--- src/rtl/ysyx_23060025_trap_ctrl.sv ---
// Trap sequencer: takes one exception/mret request at a time, issues the
// mepc/mcause write for traps, then hands the redirect target to the IFU.
module ysyx_23060025_trap_ctrl #(
  parameter int DATA_WIDTH = 32
) (
  input  logic                  clock,
  input  logic                  reset,
  input  logic                  exc_valid_i,
  output logic                  exc_ready_o,
  input  logic [1:0]            exc_type_i,
  input  logic [DATA_WIDTH-1:0] exc_pc_i,
  output logic [2:0]            csr_type_o,
  output logic [DATA_WIDTH-1:0] csr_mepc_o,
  output logic [DATA_WIDTH-1:0] csr_mcause_o,
  input  logic [DATA_WIDTH-1:0] csr_mtvec_i,
  input  logic [DATA_WIDTH-1:0] csr_mepc_i,
  output logic                  redir_valid_o,
  input  logic                  redir_ready_i,
  output logic [DATA_WIDTH-1:0] redir_pc_o,
  output logic                  flush_o,
  output logic                  busy_o,
  output logic [31:0]           trap_cnt_o
);

  localparam logic [2:0] CSR_ECALL = 3'b001;

  localparam logic [1:0] S_IDLE     = 2'd0;
  localparam logic [1:0] S_COMMIT   = 2'd1;
  localparam logic [1:0] S_REDIRECT = 2'd2;

  localparam logic [1:0] EXC_ECALL   = 2'd0;
  localparam logic [1:0] EXC_MRET    = 2'd1;
  localparam logic [1:0] EXC_ILLEGAL = 2'd2;
  localparam logic [1:0] EXC_EBREAK  = 2'd3;

  logic [1:0]            state;
  logic [1:0]            state_nxt;
  logic [1:0]            type_q;
  logic [DATA_WIDTH-1:0] mepc_q;
  logic [DATA_WIDTH-1:0] mcause_q;
  logic [DATA_WIDTH-1:0] redir_pc_q;
  logic [31:0]           trap_cnt_q;
  logic                  accept;
  logic                  is_trap_q;

  function automatic logic [DATA_WIDTH-1:0] align4(input logic [DATA_WIDTH-1:0] a);
    return {a[DATA_WIDTH-1:2], 2'b00};
  endfunction

  function automatic logic [DATA_WIDTH-1:0] cause_of(input logic [1:0] t);
    logic [DATA_WIDTH-1:0] c;
    c = '0;
    unique case (t)
      EXC_ECALL:   c[3:0] = 4'd11;
      EXC_EBREAK:  c[3:0] = 4'd3;
      EXC_ILLEGAL: c[3:0] = 4'd2;
      default:     c[3:0] = 4'd0;
    endcase
    return c;
  endfunction

  assign accept    = (state == S_IDLE) && exc_valid_i;
  assign is_trap_q = (type_q != EXC_MRET);

  always_comb begin
    state_nxt = state;
    unique case (state)
      S_IDLE:     if (exc_valid_i) state_nxt = S_COMMIT;
      S_COMMIT:   state_nxt = S_REDIRECT;
      S_REDIRECT: if (redir_ready_i) state_nxt = S_IDLE;
      default:    state_nxt = S_IDLE;
    endcase
  end

  always_ff @(posedge clock) begin
    if (reset) begin
      state      <= S_IDLE;
      type_q     <= EXC_ECALL;
      mepc_q     <= '0;
      mcause_q   <= '0;
      redir_pc_q <= '0;
      trap_cnt_q <= '0;
    end else begin
      state <= state_nxt;
      // mepc/mcause only move for traps so an mret leaves the last write visible
      if (accept) begin
        type_q <= exc_type_i;
        if (exc_type_i != EXC_MRET) begin
          mepc_q   <= exc_pc_i;
          mcause_q <= cause_of(exc_type_i);
        end
      end
      // CSR targets are sampled here only; later CSR changes cannot disturb the redirect
      if (state == S_COMMIT) begin
        redir_pc_q <= is_trap_q ? align4(csr_mtvec_i) : align4(csr_mepc_i);
        if (is_trap_q) trap_cnt_q <= trap_cnt_q + 32'd1;
      end
    end
  end

  assign exc_ready_o   = (state == S_IDLE);
  assign busy_o        = (state != S_IDLE);
  assign redir_valid_o = (state == S_REDIRECT);
  assign redir_pc_o    = redir_pc_q;
  assign flush_o       = (state == S_COMMIT) && !reset;
  assign csr_type_o    = ((state == S_COMMIT) && is_trap_q && !reset) ? CSR_ECALL : 3'b000;
  assign csr_mepc_o    = mepc_q;
  assign csr_mcause_o  = mcause_q;
  assign trap_cnt_o    = trap_cnt_q;

endmodule
--- config.mk ---
export PLATFORM = sky130hd
export DESIGN_NAME = ysyx_23060025_trap_ctrl
export DESIGN_NICKNAME = d
export VERILOG_FILES = /design/src/rtl/ysyx_23060025_trap_ctrl.sv
export SDC_FILE = /design/constraint.sdc
export NUM_CORES = 1
export LEC_CHECK = 0
export CAP_MARGIN = 20
export CELL_PAD_IN_SITES_DETAIL_PLACEMENT = 1
export CELL_PAD_IN_SITES_GLOBAL_PLACEMENT = 1
export CORE_ASPECT_RATIO = 1.4
export CORE_UTILIZATION = 25
export CTS_BUF_LIST = sky130_fd_sc_hd__clkbuf_8
export DETAILED_ROUTE_END_ITERATION = 7
export GPL_ROUTABILITY_DRIVEN = 0
export PLACE_DENSITY = 0.76
export REMOVE_ABC_BUFFERS = 1
export SYNTH_ARGS = -nofsm -noshare
export SYNTH_HDL_FRONTEND = slang
export SYNTH_SLANG_ARGS = --single-unit
export TNS_END_PERCENT = 10
--- constraint.sdc ---
create_clock -name clock -period 1.6 [get_ports clock]
set_input_delay 0.32 -clock clock [delete_from_list [all_inputs] [get_ports clock]]
set_output_delay 0.32 -clock clock [all_outputs]
set_load 0.01 [all_outputs]
==> flow_metrics.py <==
metrics = {
    "yosys": {
        "synthCells": 510,
        "ys_warn_count": 0,
        "synth_cell_types": 34,
        "synthFlopType": "dfxtp_1",
        "netlist_area_mm2": 0.00440,
        "synth_top_area_share": 0.460,
        "synth.area.top_cells": "dfxtp_1, mux2i_1, nand2_1, buf_4, a211oi_1",
        "synth_seq_area_share": 0.460,
        "ys_ff_latch": 101,
        "avgSynthCellArea_um2": 8.62,
        "synth-edff-count": 0,
        "yosysTopAreaCell": "dfxtp_1",
        "synthMostInstantiatedCell": "dfxtp_1",
        "async_flop_share": 0,
        "ys_top_cells_by_count": "dfxtp_1, nand2_1, nor2_1, a21oi_1, buf_4",
    },
    "sta": {
        "setup_viol_count_final": 4,
        "rsz0062_at_grt": "yes",
        "maxSlewViolCount": 0,
        "fin_ws_ps": -32.3,
        "clock_skew_ps": 13.8,
        "timing.hold.ws_ps": 458,
        "setup_tns_ps": -75.8,
        "fmax_ghz": 0.613,
        "period_share": 1.02,
        "hold_viol_final": 0,
        "min_period_ps": 1630,
    },
    "cells_and_area": {
        "register_area_mm2": 0.00204,
        "diodes": 0,
        "syn_to_final_growth_pct": 64.9,
        "finalNetCount": 858,
        "fillCellCount": 2068,
        "final_util": 0.420,
        "layout-drive-gt1-share": 0.159,
        "multi_input_area_mm2": 0.00217,
    },
    "routing": {
        "viasPerCell": 4.32,
        "drc_errors": 0,
        "drtIter0Drc": 135,
        "wl_mm": 13.3,
        "ant_nets": 0,
        "vias": 4285,
        "wl_per_cell_um": 13.4,
        "drt_pass1_iterations": 4,
    },
    "floorplanning": {
        "rows": 57,
        "die_area_mm2": 0.0181,
        "ios": 237,
        "die_w_um": 114,
        "die_y_um": 159,
        "initial_core_util": 0.255,
        "core_mm2": 0.0173,
    },
    "worst_setup_path": {
        "reg2regPathDepth": 8,
        "crit_path_start": "state[1]$_SDFFE_PP0P_",
        "cp_data_required_time_ps": 1280,
        "cp-start-kind": "register",
        "r2r_slack_ps": -20,
        "worstPathArrival_ps": 1310,
        "cp-end-kind": "output port",
        "critical_path_class": "register to output port",
        "r2r-start": "state[1]$_SDFFE_PP0P_",
        "worstPathMaxFanout": 4,
    },
    "power_and_ir_drop": {
        "ir_drop_mv": 0.418,
        "p_per_area_mw_per_mm2": 729,
        "leakagePower_nw": 3.50,
    },
    "clock_network": {
        "cts_buffers": 9,
        "clk_latency_ps": 360,
        "htree_num_levels": 3,
        "cts_tree": "yes",
        "cts.sinks": 101,
        "clkTransAtPathRegs_ps": 110,
        "holdBufCountCts": 0,
        "clockBufferDepth": 2,
        "ctsRootBufferMaster": "clkbuf_8",
    },
    "grt": {
        "grt_max_degree": 102,
        "grt_overflow_total": 0,
        "antenna_found_initial": 0,
        "grt_pass1_vias": 4425,
        "grt_pass1_wl_mm": 21.5,
        "grt_usage": 0.148,
    },
    "run_status": {
        "violations": "setup timing",
        "status": "complete, but fails checks",
    },
    "place": {
        "post-dp-hpwl_mm": 9.79,
        "port-buffer-count": 199,
    },
    "worst_hold_path": {
        "worstHoldStart": "csr_mepc_o[17]$_SDFFE_PP0P_",
        "min-delay-path-class": "register to register",
        "holdPathStages": 2,
    },
    "job": {
        "cap_violations": 0,
    },
}
## registers in the layout, indices dropped and copies added (netlist names)
signal and count:
trap_cnt_o 32, type_q 2, csr_mepc_o 32, state 2
csr_mcause_o 3, redir_pc_o 30
## worst max-delay path, stage by stage (launching register included)
cell and delay [ps]:
dfxtp_1 320, nand2b_4 140, buf_4 140, buf_4 140, nor2_1 80, buf_2 140
## logic make-up after synthesis
group / after synthesis / synth area share
flip-flops: 101 / 0.460
buffers and inverters: 69 / 0.0888
adder cells (fa/ha/maj): 4 / 0.0114
AND/OR/NAND/NOR: 198 / 0.209
multiplexers: 30 / 0.0683
other: 1 / 0.000853
XOR/XNOR: 25 / 0.0498
AO/OA/AOI/OAI: 82 / 0.112
## power breakdown
part	switching [mW]	leakage, nW	total [mW]	internal, mW
Sequential	0.0569	0.831	2.69	2.63
Combinational	0.468	2.58	1.03	0.561
Clock	0.913	0.0880	1.57	0.653
## final timing paths
kind                                               endpoint
worst min register to register  csr_mepc_o[17]$_SDFFE_PP0P_
worst max-delay path                                flush_o
worst min-delay path            csr_mepc_o[17]$_SDFFE_PP0P_
worst max register to register  trap_cnt_o[29]$_SDFFE_PP0P_
## area by class of cell
class                           count  area share
Multi-Input combinational cell    372       0.299
Inverter                            4     0.00207
Sequential cell                   101       0.281
Clock inverter                      4     0.00449
Tap cell                          236      0.0407
Timing Repair Buffer              264       0.351
Clock buffer                       11      0.0209
## through the flow
stage          power (mW)  cells  setup slack (ps)  cell area (um^2)
3_3_place_gp         3.82    972              -233              6980
6_report             5.29    992             -32.3              7250
4_1_cts              5.42    987              -142              7110
3_5_place_dp         3.85    972              -288              6980
2_1_floorplan        3.14    477             -1870              4140
5_1_grt              5.58    992              -149              7250
## cells in the final DEF (no fill, tap or decap), types with 4 or more instances in the layout
cell and count:
a211oi_1 32, dlygate4sd2_1 63, nand2_1 80, dlymetal6s2s_1 30
buf_4 56, inv_1 4, xor2_1 23, ha_1 4
dfxtp_2 15, dfxtp_1 86, or3_1 4, clkdlybuf4s50_1 99
clkbuf_8 11, and3_1 4, o21ai_0 6, buf_12 7
nand4_1 16, nand3_1 9, conb_1 33, a21oi_1 42
mux2i_1 30, buf_2 5, nor2_1 60
## per-layer routing
metal	wire length, um	track usage
met1	5310	0.157
met5	0	0
met4	209	0.0431
met3	897	0.0435
met2	6920	0.275
## what timing repair did
item                                    in CTS  in global routing
pin swaps                                    3                  9
endpoints found under the setup margin      77                 53
gates cloned                                 0                  0
gates resized for setup                    101                 43
setup buffers                                0                  5
Note: power is estimated with default switching activity, not from simulation.
